File: config.mk
export PLATFORM = sky130hd
export DESIGN_NAME = fft_digit_rev_b4
export DESIGN_NICKNAME = d
export VERILOG_FILES = /design/src/rtl/fft_digit_rev_b4.sv
export SDC_FILE = /design/constraint.sdc
export NUM_CORES = 2
export LEC_CHECK = 0
export ABC_CLOCK_PERIOD_IN_PS = 5600
export BUFFER_PORTS_ARGS = -buffer_cell sky130_fd_sc_hd__buf_2
export CAP_MARGIN = 10
export CORE_MARGIN = 3
export CORE_UTILIZATION = 59
export CTS_CLUSTER_DIAMETER = 100
export CTS_CLUSTER_SIZE = 24
export DETAILED_ROUTE_END_ITERATION = 12
export GPL_TIMING_DRIVEN = 0
export PLACE_DENSITY = 0.75
export REMOVE_ABC_BUFFERS = 1
export SYNTH_ARGS = -nofsm -noshare
export SYNTH_HDL_FRONTEND = slang
export SYNTH_SLANG_ARGS = --single-unit
File: constraint.sdc
create_clock -name clk -period 5.6 [get_ports clk]
set_input_delay 1.12 -clock clk [delete_from_list [all_inputs] [get_ports clk]]
set_output_delay 1.12 -clock clk [all_outputs]
set_load 0.05 [all_outputs]
File: src/rtl/fft_digit_rev_b4.sv
// Base-4 digit-reversal reorder buffer for a radix-4 FFT output stream.
// Ping-pong banks: one frame is written in reversed order while the previous one is read out naturally.
module fft_digit_rev_b4 #(
    parameter int WORDLENGTH_IO = 16,
    parameter int LOG4N         = 3
) (
    input  logic                       clk,
    input  logic                       rst,
    input  logic                       enable,
    input  logic                       sof_in,
    input  logic [2*WORDLENGTH_IO-1:0] data_in,
    output logic [2*WORDLENGTH_IO-1:0] data_out,
    output logic                       out_valid,
    output logic                       sof_out,
    output logic                       sync_err
);

    localparam int N  = 4 ** LOG4N;
    localparam int CW = 2 * LOG4N;
    localparam int DW = 2 * WORDLENGTH_IO;

    logic [DW-1:0] mem [2*N];
    logic [CW-1:0] wr_cnt;
    logic [CW-1:0] wr_addr;
    logic          wr_bank;
    logic          primed;
    logic          last;
    logic [DW-1:0] rd_data;

    function automatic logic [CW-1:0] drev(input logic [CW-1:0] c);
        logic [CW-1:0] r;
        r = '0;
        for (int i = 0; i < LOG4N; i++) begin
            r[2*i +: 2] = c[2*(LOG4N-1-i) +: 2];
        end
        return r;
    endfunction

    // A frame start always lands at address 0, whatever the counter says.
    assign wr_addr = sof_in ? '0 : drev(wr_cnt);
    assign last    = (wr_cnt == CW'(N - 1));
    assign rd_data = mem[{~wr_bank, wr_cnt}];

    always_ff @(posedge clk) begin
        if (enable) begin
            mem[{wr_bank, wr_addr}] <= data_in;
        end
    end

    always_ff @(posedge clk or negedge rst) begin
        if (!rst) begin
            wr_cnt    <= '0;
            wr_bank   <= 1'b0;
            primed    <= 1'b0;
            data_out  <= '0;
            out_valid <= 1'b0;
            sof_out   <= 1'b0;
            sync_err  <= 1'b0;
        end else if (!enable) begin
            out_valid <= 1'b0;
            sof_out   <= 1'b0;
            sync_err  <= 1'b0;
        end else begin
            out_valid <= primed;
            sof_out   <= primed && (wr_cnt == '0);
            sync_err  <= sof_in && (wr_cnt != '0);
            if (primed) begin
                data_out <= rd_data;
            end
            // Premature start drops the partial frame without swapping banks.
            if (sof_in) begin
                wr_cnt <= CW'(1);
            end else if (last) begin
                wr_cnt  <= '0;
                wr_bank <= ~wr_bank;
                primed  <= 1'b1;
            end else begin
                wr_cnt <= wr_cnt + CW'(1);
            end
        end
    end

endmodule
==> flow_summary.yaml <==
routing:
  route.detailed.drc: 0
  dr.pass1.iters: 7
  drt_iter0_drc: 14000
  route.detailed.wl_per_inst_um: 38.5
  postRouteWirelength_um: 426000
  route.vias.total: 80000
  route.antenna.remaining_nets: 0
  drt-vias-per-instance: 7.24
die:
  die_width_um: 526
  floorplan.rows: 190
  floorplan.io_pins: 71
  chipHeight_um: 526
  core-area_um2: 268000
  die_area_um2: 276000
  initial_utilization_pct: 59.4
global_route:
  grt_pass1_vias: 78500
  track_usage_pct: 31.0
  globalRouteOverflowTotal: 0
  first_pass_grt_wire_length_um: 599000
  largest_net_degree_at_the_start_of_global_routing: 101
  initial_antenna_violation_count: 30
cts:
  worstSkewPairLatency_ns: 0.93
  clock-root-buffer: "sky130_fd_sc_hd__clkbuf_16"
  cts_max_path_buffers: 3
  clock_tree_from_tritoncts: "built"
  clkSlewWorstSetupHoldPaths_ns: 0.10
  cts-buffers-inserted: 190
  ctsHtreeMaxLevel: 4
  clkSinkCount: 4139
pwr:
  powerDensity_nw_per_um2: 325
  worst_ir_drop_vdd_mv: 0.294
  standby_leakage_power_nw: 54.3
timing:
  hold_slack_ns: 0.170
  timing.setup.tns_ns: 0
  rsz0062_at_grt: "false"
  timing.final.max_slew_violations: 2
  final.setup.worst_slack_ns: 0.0480
  final_hold_viol_count: 0
  max_slew.worst_pin.slew_ns: 1.60
  relative_slew_slack_pct: -6.97
  timing.final.crit_period_ns: 5.55
  finalSetupViolations: 0
  finalCritPeriodShare_pct: 99.1
  finalClockSkew_ns: 0.0448
  fmax_mhz: 180
cells_and_area:
  design.final.nets: 7435
  design_area_um2: 174000
  drive_above_1_share_pct: 22.1
  area.growth.synth_to_final_pct: 9.41
synth:
  post_synth_instance_area_um2: 159000
  synth-edff-count: 4096
  ys_seq_area_share_pct: 77.9
  synth_area_leaders: "sky130_fd_sc_hd__edfxtp_1 (77%), sky130_fd_sc_hd__mux4_2 (13%), sky130_fd_sc_hd__mux2i_1 (2.6%)"
  synth_top_cells_by_count: "sky130_fd_sc_hd__edfxtp_1 (4096), sky130_fd_sc_hd__mux4_2 (916), sky130_fd_sc_hd__mux2i_1 (418)"
  gate_count_post_synth: 7281
  syn_avg_cell_area_um2: 21.9
  ys_async_sr_fraction_pct: 1.04
  synthDominantCellAreaShare_pct: 77.2
  dominantRegCellSynth: "sky130_fd_sc_hd__edfxtp_1"
  netlist.top_cell.by_area: "sky130_fd_sc_hd__edfxtp_1"
  yosys_register_bits: 4139
  synth.distinct_cells: 68
  yosysMostFrequentCell: "sky130_fd_sc_hd__edfxtp_1"
  yosys_warnings: 0
worst_setup_path:
  critPathLaunchType: "flop"
  critical_path_class: "flop to flop"
  cp.arrival_ns: 6.17
  cp_max_fo: 54
  worst_setup_path_end_kind: "flop"
  cp.required_ns: 6.22
placement:
  gp_congestion: 0.824
  dpl_cell_area_um2: 169000
  place.detailed.hpwl_um: 258000
  io_buffers: 70
  placement.setup.worst_slack_ns: -0.189
outcome:
  violations: "slew limit"
  run_status: "finished with violations"
flow_run:
  timing.max_cap.violations: 0
hold_path:
  hold_path.class: "primary input to asynchronous set/reset pin"
## worst max-delay path, stage by stage (launching register included)
cell and delay [ns]:
sky130_fd_sc_hd__dfrtp_4 0.96, sky130_fd_sc_hd__buf_16 0.38, sky130_fd_sc_hd__clkinv_4 0.44, sky130_fd_sc_hd__nor3_1 1.16, sky130_fd_sc_hd__nand3_1 0.92, sky130_fd_sc_hd__nor2_4 0.83, sky130_fd_sc_hd__buf_16 0.25, sky130_fd_sc_hd__buf_16 0.17
## routing by layer
metal	track usage [%]	wire (µm)
met1	42.2	144000
met2	47.0	199000
met4	14.1	23400
met3	9.03	59000
met5	0	130
## power breakdown
part / total [mW] / internal [mW] / switching [mW]
combinational: 6.80 / 2.65 / 4.15
clock: 15.5 / 6.46 / 9.06
sequential: 34.3 / 34.1 / 0.200
## final timing paths
kind / from / endpoint / slack [ns] / cells past startpoint
max: wr_cnt[1]$_DFFE_PN0P_ / mem[106][21]$_DFFE_PP_ / 0.05 / 7
min: rst / wr_cnt[4]$_DFFE_PN0P_ / 0.17 / 1
max reg2reg: wr_cnt[1]$_DFFE_PN0P_ / mem[106][21]$_DFFE_PP_ / 0.05 / 7
min reg2reg: data_out[15]$_DFFE_PN0P_ / data_out[15]$_DFFE_PN0P_ / 0.49 / 1
max in group asynchronous: rst / data_out[8]$_DFFE_PN0P_ / 4.78 / 2
min in group clk: data_out[15]$_DFFE_PN0P_ / data_out[15]$_DFFE_PN0P_ / 0.49 / 1
## state kept, by name, indices dropped and copies added (netlist names)
register / flops
data_out: 32
mem: 4096
out_valid: 1
primed: 1
sof_out: 1
sync_err: 1
wr_bank: 1
wr_cnt: 6
## final cells by class
class | instances | area, µm²
antenna | 18 | 45.0
clock buffer | 262 | 5130
clock inverter | 8 | 106
fill | 16600 | 93900
inverter | 8 | 50.0
multi-input combinational | 2718 | 33800
sequential | 4139 | 124000
tap | 3552 | 4440
timing repair buffer | 340 | 6600
## cell usage in the layout (no fill, tap or decap), types with 8 or more instances in the layout
| cell | n |
|---|---|
| sky130_fd_sc_hd__nor2_1 | 111 |
| sky130_fd_sc_hd__diode_2 | 18 |
| sky130_fd_sc_hd__a22oi_1 | 34 |
| sky130_fd_sc_hd__mux4_2 | 916 |
| sky130_fd_sc_hd__and2_1 | 14 |
| sky130_fd_sc_hd__o21a_1 | 8 |
| sky130_fd_sc_hd__buf_2 | 40 |
| sky130_fd_sc_hd__nand2_1 | 248 |
| sky130_fd_sc_hd__buf_12 | 131 |
| sky130_fd_sc_hd__a211oi_1 | 21 |
| sky130_fd_sc_hd__a21oi_1 | 119 |
| sky130_fd_sc_hd__nor2b_1 | 10 |
| sky130_fd_sc_hd__o21ai_0 | 65 |
| sky130_fd_sc_hd__mux2i_1 | 418 |
| sky130_fd_sc_hd__nor3_1 | 44 |
| sky130_fd_sc_hd__edfxtp_1 | 4096 |
| sky130_fd_sc_hd__o21ai_1 | 8 |
| sky130_fd_sc_hd__a311oi_1 | 8 |
| sky130_fd_sc_hd__nand2b_1 | 12 |
| sky130_fd_sc_hd__o211ai_1 | 17 |
| sky130_fd_sc_hd__a221oi_1 | 10 |
| sky130_fd_sc_hd__clkbuf_1 | 67 |
| sky130_fd_sc_hd__nor4_1 | 12 |
| sky130_fd_sc_hd__mux2_2 | 16 |
| sky130_fd_sc_hd__clkbuf_16 | 195 |
| sky130_fd_sc_hd__a31oi_1 | 33 |
| sky130_fd_sc_hd__o221ai_1 | 118 |
| sky130_fd_sc_hd__dfrtp_1 | 36 |
| sky130_fd_sc_hd__a21o_1 | 12 |
| sky130_fd_sc_hd__nor2_4 | 128 |
| sky130_fd_sc_hd__o22ai_1 | 101 |
| sky130_fd_sc_hd__nand4_1 | 12 |
| sky130_fd_sc_hd__a32oi_1 | 25 |
| sky130_fd_sc_hd__buf_4 | 36 |
| sky130_fd_sc_hd__buf_16 | 122 |
| sky130_fd_sc_hd__nand3_1 | 60 |
| sky130_fd_sc_hd__and3_1 | 23 |
| sky130_fd_sc_hd__a211o_1 | 12 |
## timing repair
item | CTS | global route
hold buffers | 0 | 0
pin swaps | 6 | 0
setup endpoints to repair | 188 | 1
setup buffers | 8 | 0
gates cloned | 0 | 0
endpoints found under the hold margin | 0 | 0
resized for setup | 2 | 1
## per-stage QoR
step	std cells	total power, mW	utilization, %
2_1_floorplan	6865	42.6	-
4_1_cts	11000	56.5	64.9
6_report	11000	56.6	65.0
3_3_place_gp	10500	43.7	60.3
5_1_grt	11000	57.9	65.0
3_5_place_dp	10700	41.7	62.9
## cells by family after synthesis
| group | Yosys count | synth area share, % |
|---|---|---|
| muxes | 1350 | 15.7 |
| and+or+nand+nor | 711 | 1.93 |
| adders and majority gates | 2 | 0.0157 |
| buffers and inverters | 424 | 1.58 |
| DFF | 4139 | 77.9 |
| xor gates and xnor gates | 1 | 0.00550 |
| AOI/OAI and AO/OA | 654 | 2.86 |
(Power assumes the default switching activity.)
